File: src/rtl/uart_rx_if.sv
// APB slot bundle between the SoC decoder and the uart_rx peripheral.
interface uart_rx_if #(
  parameter int ADDR_WIDTH = 32,
  parameter int DATA_WIDTH = 32
) ();
  logic [ADDR_WIDTH-1:0] paddr;
  logic [DATA_WIDTH-1:0] pdata;
  logic [DATA_WIDTH-1:0] prdata;
  logic                  psel;
  logic                  penable;
  logic                  pwrite;
  logic [3:0]            pstb;
  logic                  pready;
  logic                  perr;

  modport master (
    output paddr, pdata, psel, penable, pwrite, pstb,
    input  prdata, pready, perr
  );

  modport slave (
    input  paddr, pdata, psel, penable, pwrite, pstb,
    output prdata, pready, perr
  );
endinterface

File: src/rtl/uart_rx.sv
// Serial byte receiver with a small FIFO, read by the CPU over APB.
module uart_rx #(
  parameter int ADDR_WIDTH   = 32,
  parameter int DATA_WIDTH   = 32,
  parameter int CLKS_PER_BIT = 434,
  parameter int FIFO_DEPTH   = 16
) (
  input  logic     clk,
  input  logic     rts,
  uart_rx_if.slave bus,
  input  logic     rx,
  output logic     irq
);
  localparam int AW = $clog2(FIFO_DEPTH);
  localparam int CW = AW + 1;

  typedef enum logic [2:0] {
    S_IDLE, S_START, S_DATA, S_STOP, S_WAIT_HIGH
  } state_t;

  // The divisor never drops below 4 so the half-bit point stays >= 1.
  function automatic logic [15:0] clamp_div(input logic [15:0] d);
    return (d < 16'd4) ? 16'd4 : d;
  endfunction

  // bus decode
  logic        access, bus_err, wr_en, rd_en, pop, clr_wr;
  logic [1:0]  reg_sel;
  logic [31:0] rd_word, status_word;
  logic [15:0] div_wr;
  logic        unused_bus;

  // control registers
  logic        rx_en, irq_en;
  logic [15:0] div_reg;
  logic        overrun, frame_err;

  // fifo
  logic [7:0]    mem [FIFO_DEPTH];
  logic [AW-1:0] wr_ptr, rd_ptr;
  logic [CW-1:0] count;
  logic          full, not_empty, do_push, ovr_set;

  // receiver
  logic        rx_p0, rx_p1, rx_s;
  state_t      state, state_nx;
  logic [15:0] div_q, bit_cnt, half_m1, full_m1;
  logic [2:0]  bit_idx;
  logic [7:0]  shift;
  logic        tick, start_go, shift_en, push_req, frame_set;

  assign unused_bus = ^{bus.paddr, bus.pdata, bus.pstb};

  assign access      = bus.psel & bus.penable;
  assign reg_sel     = bus.paddr[3:2];
  assign bus_err     = access & ((bus.paddr[1:0] != 2'b00) | (bus.pwrite & (reg_sel == 2'd0)));
  assign wr_en       = access & bus.pwrite & ~bus_err;
  assign rd_en       = access & ~bus.pwrite & ~bus_err;
  assign pop         = rd_en & (reg_sel == 2'd0) & not_empty;
  assign clr_wr      = wr_en & (reg_sel == 2'd1) & bus.pstb[0];
  assign bus.pready  = access;
  assign bus.perr    = bus_err;

  assign div_wr = {bus.pstb[1] ? bus.pdata[15:8] : div_reg[15:8],
                   bus.pstb[0] ? bus.pdata[7:0]  : div_reg[7:0]};

  assign full        = (count == CW'(FIFO_DEPTH));
  assign not_empty   = (count != '0);
  assign do_push     = push_req & ~full;
  assign ovr_set     = push_req & full;
  assign status_word = {16'd0, 8'(count), 4'd0, frame_err, overrun, full, not_empty};

  // Read mux: only a decoded access phase drives prdata, otherwise it is 0.
  always_comb begin
    rd_word = 32'd0;
    if (rd_en) begin
      case (reg_sel)
        2'd0:    if (not_empty) rd_word = {1'b1, 23'd0, mem[rd_ptr]};
        2'd1:    rd_word = status_word;
        2'd2:    rd_word = {30'd0, irq_en, rx_en};
        default: rd_word = {16'd0, div_reg};
      endcase
    end
  end

  assign bus.prdata = DATA_WIDTH'(rd_word);

  // CTRL and DIV writable fields.
  always_ff @(posedge clk) begin
    if (rts) begin
      rx_en   <= 1'b1;
      irq_en  <= 1'b0;
      div_reg <= 16'(CLKS_PER_BIT);
    end else begin
      if (wr_en && (reg_sel == 2'd2) && bus.pstb[0]) begin
        rx_en  <= bus.pdata[0];
        irq_en <= bus.pdata[1];
      end
      if (wr_en && (reg_sel == 2'd3))
        div_reg <= clamp_div(div_wr);
    end
  end

  // Sticky error flags; a new event in the same cycle wins over a W1C clear.
  always_ff @(posedge clk) begin
    if (rts) begin
      overrun   <= 1'b0;
      frame_err <= 1'b0;
    end else begin
      if (ovr_set)                      overrun   <= 1'b1;
      else if (clr_wr && bus.pdata[2])  overrun   <= 1'b0;
      if (frame_set)                    frame_err <= 1'b1;
      else if (clr_wr && bus.pdata[3])  frame_err <= 1'b0;
    end
  end

  // Registered level interrupt.
  always_ff @(posedge clk) begin
    if (rts) irq <= 1'b0;
    else     irq <= irq_en & not_empty;
  end

  // FIFO pointers and occupancy; simultaneous push and pop keep count.
  always_ff @(posedge clk) begin
    if (rts) begin
      wr_ptr <= '0;
      rd_ptr <= '0;
      count  <= '0;
    end else begin
      if (do_push) wr_ptr <= wr_ptr + AW'(1);
      if (pop)     rd_ptr <= rd_ptr + AW'(1);
      case ({do_push, pop})
        2'b10:   count <= count + CW'(1);
        2'b01:   count <= count - CW'(1);
        default: count <= count;
      endcase
    end
  end

  // FIFO storage.
  always_ff @(posedge clk) begin
    if (do_push) mem[wr_ptr] <= shift;
  end

  // Two-flop synchronizer for the asynchronous rx line, idling high.
  always_ff @(posedge clk) begin
    if (rts) begin
      rx_p0 <= 1'b1;
      rx_p1 <= 1'b1;
    end else begin
      rx_p0 <= rx;
      rx_p1 <= rx_p0;
    end
  end

  assign rx_s    = rx_p1;
  assign half_m1 = (div_q >> 1) - 16'd1;
  assign full_m1 = div_q - 16'd1;
  assign tick    = (state == S_START) ? (bit_cnt == half_m1) :
                   ((state == S_DATA) || (state == S_STOP)) ? (bit_cnt == full_m1) : 1'b0;

  // Receiver state register.
  always_ff @(posedge clk) begin
    if (rts) state <= S_IDLE;
    else     state <= state_nx;
  end

  // Receiver next state; clearing rx_en drops back to IDLE from anywhere.
  always_comb begin
    state_nx = state;
    if (!rx_en) begin
      state_nx = S_IDLE;
    end else begin
      case (state)
        S_IDLE:      if (!rx_s) state_nx = S_START;
        S_START:     if (tick) state_nx = rx_s ? S_IDLE : S_DATA;
        S_DATA:      if (tick && (bit_idx == 3'd7)) state_nx = S_STOP;
        S_STOP:      if (tick) state_nx = rx_s ? S_IDLE : S_WAIT_HIGH;
        S_WAIT_HIGH: if (rx_s) state_nx = S_IDLE;
        default:     state_nx = S_IDLE;
      endcase
    end
  end

  // Receiver strobes towards the datapath, FIFO and flags.
  always_comb begin
    start_go  = 1'b0;
    shift_en  = 1'b0;
    push_req  = 1'b0;
    frame_set = 1'b0;
    if (rx_en) begin
      case (state)
        S_IDLE: start_go = ~rx_s;
        S_DATA: shift_en = tick;
        S_STOP: begin
          push_req  = tick & rx_s;
          frame_set = tick & ~rx_s;
        end
        default: ;
      endcase
    end
  end

  // Bit timing counter and bit index.
  always_ff @(posedge clk) begin
    if (rts) begin
      bit_cnt <= '0;
      bit_idx <= '0;
    end else begin
      if ((state == S_IDLE) || tick) bit_cnt <= '0;
      else                           bit_cnt <= bit_cnt + 16'd1;
      if (state == S_IDLE)           bit_idx <= '0;
      else if (shift_en)             bit_idx <= bit_idx + 3'd1;
    end
  end

  // Frame divisor snapshot and LSB-first shift register.
  always_ff @(posedge clk) begin
    if (start_go) div_q <= div_reg;
    if (shift_en) shift <= {rx_s, shift[7:1]};
  end
endmodule
File: src/flat_wrapper.sv
// flat-port wrapper written by rule: the top's interface ports become plain ports
module uart_rx_flat 
#(
  parameter int ADDR_WIDTH   = 32,
  parameter int DATA_WIDTH   = 32,
  parameter int CLKS_PER_BIT = 434,
  parameter int FIFO_DEPTH   = 16
)
  (clk, rts, rx, irq, bus_paddr, bus_pdata, bus_psel, bus_penable, bus_pwrite, bus_pstb, bus_prdata, bus_pready, bus_perr);
  uart_rx_if #(.ADDR_WIDTH(ADDR_WIDTH), .DATA_WIDTH(DATA_WIDTH)) bus_i ();
  input  logic clk;
  input  logic rts;
  input  logic rx;
  output logic irq;
  input wire logic [$bits(bus_i.paddr)-1:0] bus_paddr;
  input wire logic [$bits(bus_i.pdata)-1:0] bus_pdata;
  input wire logic [$bits(bus_i.psel)-1:0] bus_psel;
  input wire logic [$bits(bus_i.penable)-1:0] bus_penable;
  input wire logic [$bits(bus_i.pwrite)-1:0] bus_pwrite;
  input wire logic [$bits(bus_i.pstb)-1:0] bus_pstb;
  output wire logic [$bits(bus_i.prdata)-1:0] bus_prdata;
  output wire logic [$bits(bus_i.pready)-1:0] bus_pready;
  output wire logic [$bits(bus_i.perr)-1:0] bus_perr;
  assign bus_i.paddr = bus_paddr;
  assign bus_i.pdata = bus_pdata;
  assign bus_i.psel = bus_psel;
  assign bus_i.penable = bus_penable;
  assign bus_i.pwrite = bus_pwrite;
  assign bus_i.pstb = bus_pstb;
  assign bus_prdata = bus_i.prdata;
  assign bus_pready = bus_i.pready;
  assign bus_perr = bus_i.perr;
  uart_rx #(.ADDR_WIDTH(ADDR_WIDTH), .DATA_WIDTH(DATA_WIDTH), .CLKS_PER_BIT(CLKS_PER_BIT), .FIFO_DEPTH(FIFO_DEPTH)) u_core (.clk(clk), .rts(rts), .bus(bus_i), .rx(rx), .irq(irq));
endmodule
File: config.mk
export PLATFORM = sky130hd
export DESIGN_NAME = uart_rx_flat
export DESIGN_NICKNAME = d
export VERILOG_FILES = /design/src/rtl/uart_rx_if.sv /design/src/rtl/uart_rx.sv /design/src/flat_wrapper.sv
export SDC_FILE = /design/constraint.sdc
export NUM_CORES = 1
export LEC_CHECK = 0
export CAP_MARGIN = 20
export CORE_ASPECT_RATIO = 1.75
export CORE_UTILIZATION = 55
export CTS_BUF_LIST = sky130_fd_sc_hd__clkbuf_8
export DETAILED_ROUTE_END_ITERATION = 16
export PLACE_DENSITY_LB_ADDON = 0.08
export SYNTH_ARGS = -nofsm -noshare
export SYNTH_HDL_FRONTEND = slang
export SYNTH_SLANG_ARGS = --single-unit
File: constraint.sdc
create_clock -name clk -period 5.5 [get_ports clk]
set_input_delay 1.1 -clock clk [delete_from_list [all_inputs] [get_ports clk]]
set_output_delay 1.1 -clock clk [all_outputs]
set_load 0.01 [all_outputs]
==> results.yml <==
synth:
  synth_area_um2: 9990
  synth_edf_count: 152
  yosys-top-cells-area: "edfxtp_1 (46%), dfxtp_1 (12%), mux4_2 (7.7%)"
  ys_ff_latch: 214
  synth_area_leader_cell: "edfxtp_1"
  synth_warnings: 0
  synthTopCellsByCount: "edfxtp_1 (152), nor2_1 (67), dfxtp_1 (62), xor2_1 (35), mux4_2 (34)"
  synthFlopType: "edfxtp_1"
  synth_cells: 786
  yosysUniqueCellTypes: 65
  seq_area_frac_synth_pct: 58.1
  avgSynthCellArea_um2: 12.7
  synth_top_area_share_pct: 45.7
  synth.most_common_cell: "edfxtp_1"
  synthArstFlopShare_pct: 0
timing:
  fin_setup_tns_ns: 0
  fin_crit_ns: 4.71
  slew_violations: 0
  worst_slack_ns: 0.788
  finalHoldViolCount: 0
  fin_skew_ns: 0.0186
  maxSlewHeadroom_pct: 26.9
  worstMarginPinSlew_ns: 1.09
  finalSetupViolations: 0
  max_freq_mhz: 212
  timing.final.crit_share_pct: 85.7
  whs_ns: 0.408
  rsz0062_at_grt: "false"
setup_path:
  endpoint: "u_core.count[4]"
  worstPathMaxFanout: 16
  start_kind: "register"
  r2r_slack_ns: 0.79
  worstPathRequired_ns: 5.92
  slowest_stage: "or4b_4"
  setup.worst_path.end_class: "register"
  crit_type: "register to register"
  path_cells: "inv_1 -> ha_1 -> or4b_4 -> or4_1 -> a311oi_2 -> and4_4 -> and3_2 -> inv_1 -> ha_1 -> xor2_1 -> ha_1 -> a21oi_1 -> nor3b_1 -> o21ai_0 -> a21oi_1 -> xnor2_1 -> nor2_1"
  worstSetupStartpoint: "u_core.div_q[1]"
  arrival_ns: 5.13
  cpMostUsedCell: "ha_1"
  slowest_delay_ns: 0.54
  r2r_end: "u_core.count[4]"
  r2r_cells: 17
  r2r_start: "u_core.div_q[1]"
global_route:
  grt_pass1_wl_mm: 36.0
  antenna_found_initial: 0
  grt_overflow: 0
  grt_use_total_pct: 25.1
  grt_max_degree: 40
  grt_pass1_vias: 6698
clocking:
  path_clk_slew_ns: 0.07
  clock_latency_ns: 0.55
  h-tree-depth: 1
  root_buffer: "clkbuf_8"
  cts_buffers: 31
  cts_buffer_depth: 3
  cts_tree: "built"
  cts_setup_buffers: 0
  cts_sinks: 214
  cts_resized: 0
  ctsHoldBuffers: 0
power_and_ir_drop:
  total_power_mw: 3.11
  intPower_mw: 2.46
  clkPwrFrac_pct: 42.2
  p_switching_mw: 0.643
  p_leak_nw: 3.77
  peakVddDrop_mv: 0.253
  sw_frac_of_total_pct: 20.7
  comb_power_share_pct: 2.4
  p_per_area_nw_per_um2: 277
  seqPwrFrac_pct: 55.4
placed_design:
  gp_congestion: 0.908
  port_buffers: 47
  place_ws_ns: 0.834
  dp_hpwl_mm: 17.1
final_layout:
  syn2layout_area_growth_pct: 12.2
  antenna_cells: 0
  largest_reg_flops: 128
  largest_register: "u_core.mem"
  multi_input_area_um2: 3840
  drive_gt1_share_pct: 12.9
  seqCellArea_um2: 5810
  fill_cells: 1349
  nets: 916
die:
  num_io_pins: 109
  die_x_um: 104
  initial_core_util_pct: 56.7
  die_y_um: 180
  coreArea_um2: 17600
  dieArea_um2: 18700
  row_count: 64
outcome:
  status: "finished clean"
flow_run:
  cap_violations: 0
detailed_routing:
  drtAntennaViolNets: 0
  routed_wl_mm: 23.1
  drc_errors: 0
  drtIter0Drc: 290
  firstDrtPassIters: 5
  wl_per_cell_um: 21.3
  vias_per_cell: 5.85
  dr_total_vias: 6337
min_path:
  hold_path.class: "register to register"
## power groups by stage
| stage | registers (mW) | clock network, mW | logic [mW] |
|---|---|---|---|
| 6_report | 1.72 | 1.31 | 0.0757 |
| 5_1_grt | 1.72 | 1.41 | 0.0824 |
| 4_1_cts | 1.72 | 1.34 | 0.0754 |
| 3_5_place_dp | 1.75 | 0 | 0.0749 |
| 3_3_place_gp | 1.75 | 0 | 0.0741 |
| 2_1_floorplan | 1.75 | 0 | 0.0527 |
## logic make-up after synthesis
| family | Yosys count | synth area share [%] |
|---|---|---|
| buf+inv | 83 | 3.94 |
| simple gates | 251 | 13.7 |
| flops | 214 | 58.1 |
| mux | 56 | 9.91 |
| fa+ha+maj | 14 | 1.75 |
| other cells | 1 | 0.0375 |
| compound gates | 102 | 6.83 |
| xor+xnor | 65 | 5.70 |
## layout make-up
cell class                      instances  area share [%]
Inverter                               20           0.669
Clock buffer                           31            3.80
Sequential cell                       214            51.8
Clock inverter                         26            1.96
Timing Repair Buffer                   58            4.93
Tap cell                              231            2.58
Multi-Input combinational cell        503            34.3
## worst min-delay path by stage
stage | from | endpoint | slack (ns) | cells past startpoint
finish | u_core.rx_p0 | u_core.rx_p1 | 0.41 | 1
floorplan | u_core.rx_p0 | u_core.rx_p1 | 0.39 | 1
detailed placement | u_core.rx_p0 | u_core.rx_p1 | 0.40 | 1
global placement | u_core.rx_p0 | u_core.rx_p1 | 0.40 | 1
global route | u_core.rx_p0 | u_core.rx_p1 | 0.42 | 1
CTS | u_core.rx_p0 | u_core.rx_p1 | 0.41 | 1
## layer usage
| metal | vias to the layer above | wire (um) | GRT usage [%] |
|---|---|---|---|
| met5 | - | 0 | 0 |
| met2 | 173 | 13200 | 49.3 |
| met4 | 0 | 1050 | 12.6 |
| met1 | 3118 | 7980 | 25.6 |
| met3 | 62 | 856 | 2.97 |
| li1 | 2984 | - | - |
## worst max-delay path: cells and delay by family, from the launching register on
kind	cells	cell delay, ns
simple gates	6	1.87
buf+inv	2	0.32
flops	1	0.46
fa+ha+maj	3	0.85
xor+xnor	2	0.33
compound gates	4	0.73
## placed cells by master (no fill, tap or decap), types with 6 or more instances in the layout
cell type	Yosys	layout
a211oi_1	10	10
a21oi_1	30	30
a31oi_1	7	7
and2_1	8	8
and3_1	28	28
buf_4	17	11
clkbuf_8	0	31
clkdlybuf4s50_1	0	47
clkinv_1	0	9
clkinv_2	0	8
conb_1	1	15
dfxtp_1	62	61
edfxtp_1	152	152
ha_1	14	14
inv_1	20	23
mux2i_1	19	19
mux4_2	34	34
nand2_1	29	29
nand3_1	25	25
nand3b_1	6	6
nand4_1	7	7
nor2_1	67	67
nor2b_1	17	17
nor3_1	18	18
nor4_1	10	10
o21ai_0	22	22
xnor2_1	30	30
xor2_1	35	35
## per-stage QoR
step / cells / area, um2 / utilization [%]
6_report: 1083 / 11200 / 63.7
5_1_grt: 1083 / 11200 / 63.7
4_1_cts: 1083 / 11200 / 63.7
3_5_place_dp: 1026 / 10600 / 60.0
3_3_place_gp: 1026 / 10600 / 60.0
2_1_floorplan: 800 / 10000 / -
Note: power is estimated with default switching activity, not from simulation.
